`src/rtl/shift_sequencer.sv`:
```
// shift_sequencer
//   Command scheduler in front of the 8-bit LED shift register. Each push
//   button is synchronized and debounced; a debounced press becomes a
//   command. LOAD, LEFT and RIGHT are queued and released one per strobe
//   tick. CLEAR bypasses the queue, flushes it and restarts the strobe.
//
// Ports
//   clk        : system clock, rising edge
//   rst_n      : synchronous active-low reset
//   btns[3:0]  : raw buttons {CLEAR, RIGHT, LOAD, LEFT}
//   switch[7:0]: load value, captured when a LOAD command is issued
//   sr_mode    : one-hot mode to the datapath, same bit order as btns
//   sr_step    : single-cycle step strobe for the datapath
//   sr_data    : value the datapath loads on a LOAD step
//   fifo_count : number of queued commands
//   overflow   : sticky, a command was dropped on a full queue
module shift_sequencer #(
  parameter int DEBOUNCE_CYCLES = 1000000,
  parameter int STROBE_TOP      = 99999999,
  parameter int FIFO_DEPTH      = 4
) (
  input  logic                        clk,
  input  logic                        rst_n,
  input  logic [3:0]                  btns,
  input  logic [7:0]                  switch,
  output logic [3:0]                  sr_mode,
  output logic                        sr_step,
  output logic [7:0]                  sr_data,
  output logic [$clog2(FIFO_DEPTH):0] fifo_count,
  output logic                        overflow
);

  // +2 keeps the widths non-zero and able to hold the terminal value itself
  localparam int DB_W  = $clog2(DEBOUNCE_CYCLES + 2);
  localparam int ST_W  = $clog2(STROBE_TOP + 2);
  localparam int AW    = $clog2(FIFO_DEPTH);
  localparam int CNT_W = AW + 1;

  localparam logic [DB_W-1:0]  DB_TOP   = DB_W'(DEBOUNCE_CYCLES);
  localparam logic [ST_W-1:0]  ST_TOP   = ST_W'(STROBE_TOP);
  localparam logic [CNT_W-1:0] FULL_CNT = CNT_W'(FIFO_DEPTH);

  localparam logic [1:0] CLEARED = 2'd0;
  localparam logic [1:0] LOADED  = 2'd1;
  localparam logic [1:0] SHIFT_L = 2'd2;
  localparam logic [1:0] SHIFT_R = 2'd3;

  localparam logic [1:0] CMD_LEFT  = 2'd0;
  localparam logic [1:0] CMD_LOAD  = 2'd1;
  localparam logic [1:0] CMD_RIGHT = 2'd2;

  logic [3:0]      sync1;
  logic [3:0]      sync2;
  logic [3:0]      db_level;
  logic [3:0]      db_prev;
  logic [DB_W-1:0] db_cnt [4];

  logic [3:0]      rise;
  logic            cmd_clear;
  logic            push_req;
  logic [1:0]      push_code;

  logic [ST_W-1:0] strobe_cnt;
  logic            tick;

  logic [1:0]      fifo_mem [FIFO_DEPTH];
  logic [AW-1:0]   wr_ptr;
  logic [AW-1:0]   rd_ptr;
  logic [1:0]      head;
  logic            full;
  logic            pop;
  logic            push;

  logic [1:0]      state;

  // ---- stage: two-flop synchronizer ----
  always_ff @(posedge clk) begin
    if (!rst_n) begin
      sync1 <= '0;
      sync2 <= '0;
    end else begin
      sync1 <= btns;
      sync2 <= sync1;
    end
  end

  // ---- stage: per-button debouncer ----
  // The level only moves after the synchronized bit has disagreed with it
  // for DEBOUNCE_CYCLES+1 consecutive samples; any agreement restarts.
  always_ff @(posedge clk) begin
    if (!rst_n) begin
      db_level <= '0;
      db_prev  <= '0;
      for (int i = 0; i < 4; i++) db_cnt[i] <= '0;
    end else begin
      db_prev <= db_level;
      for (int i = 0; i < 4; i++) begin
        if (sync2[i] == db_level[i]) begin
          db_cnt[i] <= '0;
        end else if (db_cnt[i] == DB_TOP) begin
          db_level[i] <= sync2[i];
          db_cnt[i]   <= '0;
        end else begin
          db_cnt[i] <= db_cnt[i] + DB_W'(1);
        end
      end
    end
  end

  // ---- stage: command generation (CLEAR > LOAD > LEFT > RIGHT) ----
  assign rise = db_level & ~db_prev;

  always_comb begin
    cmd_clear = rise[3];
    push_req  = 1'b0;
    push_code = CMD_LEFT;
    if (!rise[3]) begin
      if (rise[1]) begin
        push_req  = 1'b1;
        push_code = CMD_LOAD;
      end else if (rise[0]) begin
        push_req  = 1'b1;
        push_code = CMD_LEFT;
      end else if (rise[2]) begin
        push_req  = 1'b1;
        push_code = CMD_RIGHT;
      end
    end
  end

  // ---- stage: strobe counter ----
  assign tick = (strobe_cnt == ST_TOP);

  always_ff @(posedge clk) begin
    if (!rst_n) begin
      strobe_cnt <= '0;
    end else if (cmd_clear || tick) begin
      strobe_cnt <= '0;
    end else begin
      strobe_cnt <= strobe_cnt + ST_W'(1);
    end
  end

  // ---- stage: command queue ----
  // A pop frees a slot in the same cycle, so a full queue still accepts a
  // push on a tick. An empty queue cannot forward a same-cycle push.
  assign head = fifo_mem[rd_ptr];
  assign full = (fifo_count == FULL_CNT);
  assign pop  = tick && !cmd_clear && (fifo_count != '0);
  assign push = push_req && (!full || pop);

  always_ff @(posedge clk) begin
    if (push) fifo_mem[wr_ptr] <= push_code;
  end

  always_ff @(posedge clk) begin
    if (!rst_n) begin
      wr_ptr     <= '0;
      rd_ptr     <= '0;
      fifo_count <= '0;
      overflow   <= 1'b0;
    end else begin
      if (push_req && full && !pop) overflow <= 1'b1;
      if (cmd_clear) begin
        wr_ptr     <= '0;
        rd_ptr     <= '0;
        fifo_count <= '0;
      end else begin
        if (push) wr_ptr <= wr_ptr + AW'(1);
        if (pop)  rd_ptr <= rd_ptr + AW'(1);
        if (push && !pop) begin
          fifo_count <= fifo_count + CNT_W'(1);
        end else if (pop && !push) begin
          fifo_count <= fifo_count - CNT_W'(1);
        end
      end
    end
  end

  // ---- stage: scheduler FSM and registered outputs ----
  always_ff @(posedge clk) begin
    if (!rst_n) begin
      state   <= CLEARED;
      sr_mode <= 4'b1000;
      sr_step <= 1'b0;
      sr_data <= '0;
    end else begin
      sr_step <= 1'b0;
      if (cmd_clear) begin
        state   <= CLEARED;
        sr_mode <= 4'b1000;
        sr_step <= 1'b1;
      end else if (pop) begin
        sr_step <= 1'b1;
        case (head)
          CMD_LEFT: begin
            state   <= SHIFT_L;
            sr_mode <= 4'b0001;
          end
          CMD_LOAD: begin
            state   <= LOADED;
            sr_mode <= 4'b0010;
            sr_data <= switch;
          end
          default: begin
            state   <= SHIFT_R;
            sr_mode <= 4'b0100;
          end
        endcase
      end else if (tick && (state == SHIFT_L || state == SHIFT_R)) begin
        // an idle shift state keeps stepping on every tick
        sr_step <= 1'b1;
      end
    end
  end

endmodule
```
`config.mk`:
```
export PLATFORM = sky130hd
export DESIGN_NAME = shift_sequencer
export DESIGN_NICKNAME = d
export VERILOG_FILES = /design/src/rtl/shift_sequencer.sv
export SDC_FILE = /design/constraint.sdc
export NUM_CORES = 1
export LEC_CHECK = 0
export CAP_MARGIN = 20
export CORE_MARGIN = 3
export CORE_UTILIZATION = 45
export DETAILED_ROUTE_END_ITERATION = 12
export PLACE_DENSITY_LB_ADDON = 0.12
export SLEW_MARGIN = 15
export SYNTH_ARGS = -nofsm -noshare
export SYNTH_HDL_FRONTEND = slang
export SYNTH_SLANG_ARGS = --single-unit
```
`constraint.sdc`:
```
create_clock -name clk -period 9.55 [get_ports clk]
set_clock_uncertainty 0.2 [all_clocks]
set_input_delay 2.3875 -clock clk [delete_from_list [all_inputs] [get_ports clk]]
set_output_delay 2.3875 -clock clk [all_outputs]
set_load 0.005 [all_outputs]
```
==> key figures, run 1 <==
Status
  • Status: finished clean

Routing
  • Wire per inst: 12.7 um
  • Total Wirelength: 13600 um
  • Vias per inst: 4.87
  • Drt initial violations: 227
  • Drt pass-1 iters: 5
  • ANT nets after route: 0
  • DR vias: 5237
  • Remaining routing DRC violations: 0

Timing
  • Worst slew pin tran: 0.877 ns
  • Final period utilization: 43.0%
  • RSZ-0062 raised after global routing: no
  • Final WS setup: 5.44 ns
  • Fin. max-slew vios: 0
  • Fin crit period: 4.11 ns
  • Final hold vios: 0
  • Max transition margin: 41.0%
  • Min Hold Slack: 0.230 ns
  • Setup tns final: 0 ns
  • FMAX: 0.244 GHz
  • Finish-stage setup viols: 0

Floorplan
  • # rows: 46
  • Die X: 135 um
  • Core ar.: 16100 um^2
  • Initial Util: 46.7%
  • Io pins: 31
  • Die span in y: 135 um
  • Die ar.: 18300 um^2

Worst setup path
  • Crit path kind: in2reg
  • Worst r2r src: strobe_cnt[0]$_SDFF_PP0_
  • R2r worst-path depth: 11
  • Required @ worst endpoint: 9.69 ns
  • Critical path's slowest cell: nand2_1
  • Worst Setup Start Kind: input pin
  • Arr. time, crit path: 4.25 ns
  • Crit-path max FO: 40
  • R2R setup slack: 6.21 ns
  • Crit path largest cell delay: 0.52 ns
  • Setup crit end kind: register
  • Chain of cells forming the critical path: clkdlybuf4s50_1 > buf_4 > and2_1 > nand2_1 > nor2_1
  • Reg-to-reg endpoint: fifo_count[2]$_SDFFE_PP0P_

Clock tree
  • Clock slew at reported path FFs: 0.06 ns
  • Number of cells upsized or downsized after cts: 0
  • CTS tree: done
  • Sink Count: 155
  • Inserted Clock Buffers: 17
  • Root Buffer: clkbuf_16
  • Worst-skew pair later-pin latency: 0.43 ns
  • Post-CTS Setup Bufs: 0
  • Htree depth: 4
  • Clk buf depth: 2
  • Hold buffers post-CTS: 0

Power
  • Leak Pwr: 3.16 nW
  • VDD IR max: 0.000129 V
  • Clock share of power: 44.9%
  • Reg power frac: 51.8%
  • Net switching power: 0.000297 W
  • P_int: 0.00113 W
  • Pwr dens: 161 nW/um^2
  • Switching share of total power: 20.8%
  • Comb pwr share: 3.3%

Yosys
  • Cells after Synth: 737
  • Seq/Total Area, Yosys: 53.0%
  • Mean Syn Cell Area: 10.2 um^2
  • Seq cells post-synth: 155
  • Cell Area, Synth: 7520 um^2
  • Synth Warn #: 0
  • Synth cell types: 51
  • Post-synth ARST share: 0%
  • Post-synth EDFFs: 88
  • Top FF cell, synth: edfxtp_1

Place
  • Place WS: 4.98 ns
  • Global placer's final weighted congestion: 0.782
  • IO buf count: 30
  • Hpwl dp: 9810 um

Finish
  • Share of layout cells above drive strength 1: 6.28%
  • Layout area overhead: 18.1%
  • Filler instances: 1449
  • Final #Nets: 876
  • Commonest non-fill, non-tap cell in the layout: nor2_1
  • Most frequent cells in the layout: 134 x nor2_1, 88 x edfxtp_1, 80 x conb_1
  • N_diodes: 0

Hold path
  • WHS Endpoint: sync2[2]$_SDFF_PN0_
  • Worst hold start: sync1[2]$_SDFF_PN0_
  • Worst hold path class: reg2reg
  • Hold path depth: 1

GRT
  • Pin count of the biggest net entering global routing: 41
  • Total grt overflow: 0
  • Initial antenna violation count: 0
  • Global-route total usage across every layer: 16.3%
  • Vias in the first global route: 5269
  • Global-route wire length before repair: 24000 um

Flow run
  • MaxCap Viol Count: 0
how the worst max path moves through the flow:
stage / from / cells past startpoint / endpoint / slack, ns
2_1_floorplan: rst_n / 4 / db_cnt[1][12]$_SDFFCE_PN0P_ / 6.05
3_3_place_gp: rst_n / 4 / db_cnt[0][7]$_SDFFCE_PN0P_ / 5.07
5_1_grt: rst_n / 4 / db_cnt[0][7]$_SDFFCE_PN0P_ / 5.27
3_5_place_dp: rst_n / 5 / strobe_cnt[25]$_SDFF_PP0_ / 4.98
6_report: rst_n / 5 / strobe_cnt[25]$_SDFF_PP0_ / 5.44
4_1_cts: rst_n / 5 / strobe_cnt[25]$_SDFF_PP0_ / 5.44
state kept, by name, indices dropped and copies added, names as in the netlist, named ones only:
register	flops
wr_ptr	2
sync2	4
fifo_count	3
sync1	4
overflow	1
db_level	4
sr_step	1
state	1
strobe_cnt	27
sr_data	8
sr_mode	4
db_cnt	80
db_prev	4
rd_ptr	2
fifo_mem	8
final cells by class:
cell class	count	area, um^2	area share [%]
sequential	155	3980	44.8
multi-input combinational	614	3640	40.9
clock buffer	27	546	6.14
timing repair buffer	33	323	3.63
tap	216	270	3.04
inverter	26	97.6	1.10
clock inverter	5	27.5	0.310
power groups by stage:
stage          clock, W  combinational (W)  sequential [W]
5_1_grt        0.000687          0.0000542        0.000743
3_5_place_dp          0          0.0000459        0.000755
3_3_place_gp          0          0.0000449        0.000754
2_1_floorplan         0          0.0000347        0.000749
6_report       0.000643          0.0000469        0.000740
4_1_cts        0.000662          0.0000463        0.000740
kinds of logic after synthesis:
| family | share of synthesized area [%] |
|---|---|
| AO/OA/AOI/OAI | 2.69 |
| XOR/XNOR | 12.0 |
| adder cells (fa/ha/maj) | 2.59 |
| buffers and inverters | 2.66 |
| flip-flops | 53.0 |
| multiplexers | 1.63 |
| other | 0.0498 |
| AND/OR/NAND/NOR | 25.4 |
synthesized netlist by cell type, types with 2 or more instances:
cell,count,area [um^2]
nor3_1,22,110
nor4bb_1,2,20.0
or4_4,2,22.5
clkbuf_1,18,67.6
nand2_1,54,203
o21a_1,3,22.5
nand3b_1,3,22.5
nand2b_1,6,37.5
or3_1,3,18.8
nand3_1,57,285
and4_1,4,35.0
a21oi_1,6,30.0
o211ai_1,2,15.0
nor4b_1,12,105
o21ai_0,5,25.0
mux2i_1,7,70.1
nand4_1,13,81.3
and3_2,2,15.0
nor2_1,134,503
nor2b_1,5,31.3
inv_1,26,97.6
or4_1,2,15.0
xnor2_1,54,473
o21ai_2,9,78.8
dfxtp_1,67,1340
and3_1,17,106
mux4_1,2,52.6
xor2_1,49,429
edfxtp_1,88,2640
nor4_1,17,106
and2_1,13,81.3
ha_1,14,175
worst max-delay path: cells and delay by family:
family | cells | cell delay [ns]
buf+inv | 2 | 0.79
simple gates | 3 | 1.05
stage by stage:
stage	instances	utilization [%]	area, um^2	total power, W
final	1076	55.1	8880	0.00143
after global routing	1076	55.1	8880	0.00148
after CTS	1076	55.1	8880	0.00145
after detailed placement	1044	51.6	8310	0.000800
after global placement	1044	51.6	8310	0.000799
after floorplan	816	-	7820	0.000784
layer usage:
| layer | up-vias | global-route usage [%] | wire (um) |
|---|---|---|---|
| li1 | 2698 | - | - |
| met1 | 2470 | 20.0 | 6330 |
| met5 | - | 0 | 0 |
| met4 | 0 | 5.71 | 170 |
| met3 | 13 | 4.23 | 412 |
| met2 | 56 | 27.7 | 6740 |
Note: power is estimated with default switching activity, not from simulation.
==> inputs of run 2 (changes only) <==
==> constraint.sdc (replaced) <==
create_clock -name clk -period 4.1 [get_ports clk]
set_clock_uncertainty 0.2 [all_clocks]
set_input_delay 1.025 -clock clk [delete_from_list [all_inputs] [get_ports clk]]
set_output_delay 1.025 -clock clk [all_outputs]
set_load 0.005 [all_outputs]
==> key figures, run 2 (synthesis gave the netlist of run 1 again) <==
Timing
  • Final period utilization: 80.6%
  • Setup tns final: 0 ns
  • RSZ-0062 raised after global routing: no
  • Finish-stage setup viols: 0
  • Max transition margin: 38.9%
  • Fin crit period: 3.30 ns
  • Worst slew pin tran: 0.908 ns
  • Final hold vios: 0
  • FMAX: 0.303 GHz
  • Fin. max-slew vios: 0

Routing
  • Drt pass-1 iters: 4
  • Vias per inst: 4.87
  • Drt initial violations: 232
  • Wire per inst: 12.5 um
  • DR vias: 5242
  • Total Wirelength: 13500 um
  • ANT nets after route: 0
  • Remaining routing DRC violations: 0

Clock tree
  • Inserted Clock Buffers: 17
  • Root Buffer: clkbuf_16
  • Clk buf depth: 2
  • Htree depth: 4
  • Hold buffers post-CTS: 0
  • Sink Count: 155
  • Worst-skew pair later-pin latency: 0.43 ns
  • Number of cells upsized or downsized after cts: 0
  • CTS tree: done
  • Post-CTS Setup Bufs: 0
  • Clock slew at reported path FFs: 0.06 ns

Finish
  • Largest registers: db_cnt: 80 flops, strobe_cnt: 27 flops
  • Most frequent cells in the layout: 134 x nor2_1, 88 x edfxtp_1, 80 x conb_1
  • Top reg by flops: db_cnt
  • Share of layout cells above drive strength 1: 6.85%
  • Commonest non-fill, non-tap cell in the layout: nor2_1
  • Design Area, Final: 8910 um^2
  • Final #Nets: 877
  • Post-Layout Cell Count: 1077
  • Layout area overhead: 18.4%
  • Utilization after layout: 55.3%
  • Largest register FFs: 80
  • N_diodes: 0

Power
  • Total power: 0.00340 W
  • Net switching power: 0.000761 W
  • Leak Pwr: 3.17 nW
  • VDD IR max: 0.000317 V
  • Comb pwr share: 3.2%
  • Clock share of power: 46.0%
  • Pwr dens: 381 nW/um^2
  • Switching share of total power: 22.4%
  • P_int: 0.00264 W
  • Reg power frac: 50.8%

GRT
  • Global-route wire length before repair: 23500 um
  • Initial antenna violation count: 0
  • Met2 Use GR: 25.3%
  • Layer with the highest usage: met2
  • Met3 usage: 4.57%
  • GR Util met1: 20.9%
  • Pin count of the biggest net entering global routing: 26
  • Vias in the first global route: 5194
  • Global-route total usage across every layer: 15.9%
  • Total grt overflow: 0

Status
  • Status: finished clean

Worst setup path
  • R2R setup slack: 0.80 ns
  • Top Family by Delay on Critical Path: simple AND/OR/NAND/NOR gates
  • Worst Setup Start Kind: register
  • Crit path largest cell delay: 0.54 ns
  • Crit path top cell by count: ha_1
  • Critical path's slowest cell: or4_4
  • Arr. time, crit path: 3.45 ns
  • Required @ worst endpoint: 4.24 ns
  • Setup crit end kind: register
  • Crit-path max FO: 9
  • Chain of cells forming the critical path: ha_1 > nand4_4 > or4_4 > o21a_1 > nor2_1 > ha_1 > inv_1 > fa_1 > xor2_1 > or3_1 > a21oi_1
  • Crit path buffers/inverters: 1
  • Crit path kind: reg2reg

Floorplan
  • Core ar.: 16100 um^2
  • Io pins: 31
  • Initial Util: 46.7%
  • # rows: 46
  • Die ar.: 18300 um^2
  • Die span in y: 135 um
  • Die X: 135 um

Hold path
  • Worst hold path class: reg2reg

Place
  • IO buf count: 30
  • Placed Area: 8320 um^2
  • Global placer's final weighted congestion: 0.796
  • Dpl cells: 1045
  • Hpwl dp: 9680 um

Flow run
  • MaxCap Viol Count: 0
run 2: cell type report:
class | instances | area (um^2)
fillers | 1461 | 7210
flip-flops and latches | 155 | 3980
multi-input cells | 614 | 3640
clock buffers | 17 | 425
repair buffers | 34 | 330
well taps | 216 | 270
clock inverters | 15 | 166
inverters | 26 | 97.6
run 2: metal layers:
metal | vias up | routed length [um]
met4 | 0 | 206
met3 | 19 | 442
met1 | 2445 | 6560
li1 | 2714 | -
met2 | 64 | 6310
met5 | - | 0
run 2: path summary, 6_finish.rpt:
kind | startpoint | to | cells past startpoint
worst max-delay path | strobe_cnt[0]$_SDFF_PP0_ | fifo_count[2]$_SDFFE_PP0P_ | 11
worst min-delay path | sync1[2]$_SDFF_PN0_ | sync2[2]$_SDFF_PN0_ | 1
worst max register to register | strobe_cnt[0]$_SDFF_PP0_ | fifo_count[2]$_SDFFE_PP0P_ | 11
worst min register to register | sync1[2]$_SDFF_PN0_ | sync2[2]$_SDFF_PN0_ | 1
run 2: through the flow:
stage                     hold slack [ns]  setup slack [ns]
after global placement              0.217             0.979
after floorplan                     0.212              1.10
after CTS                           0.234             0.793
final                               0.231             0.797
after global routing                0.250             0.672
after detailed placement            0.219             0.819
run 2: worst reg2reg max path: stages (launching register included):
cell and delay, ns:
dfxtp_1 0.39, ha_1 0.30, nand4_4 0.20, or4_4 0.55, o21a_1 0.21, nor2_1 0.11
ha_1 0.20, inv_1 0.06, fa_1 0.37, xor2_1 0.18, or3_1 0.31, a21oi_1 0.15
run 2: power groups by stage:
stage | registers, W | logic, W | clock network, W
global route | 0.00173 | 0.000126 | 0.00168
floorplan | 0.00174 | 0.0000809 | 0
CTS | 0.00172 | 0.000108 | 0.00161
detailed placement | 0.00176 | 0.000107 | 0
global placement | 0.00176 | 0.000106 | 0
finish | 0.00172 | 0.000109 | 0.00156
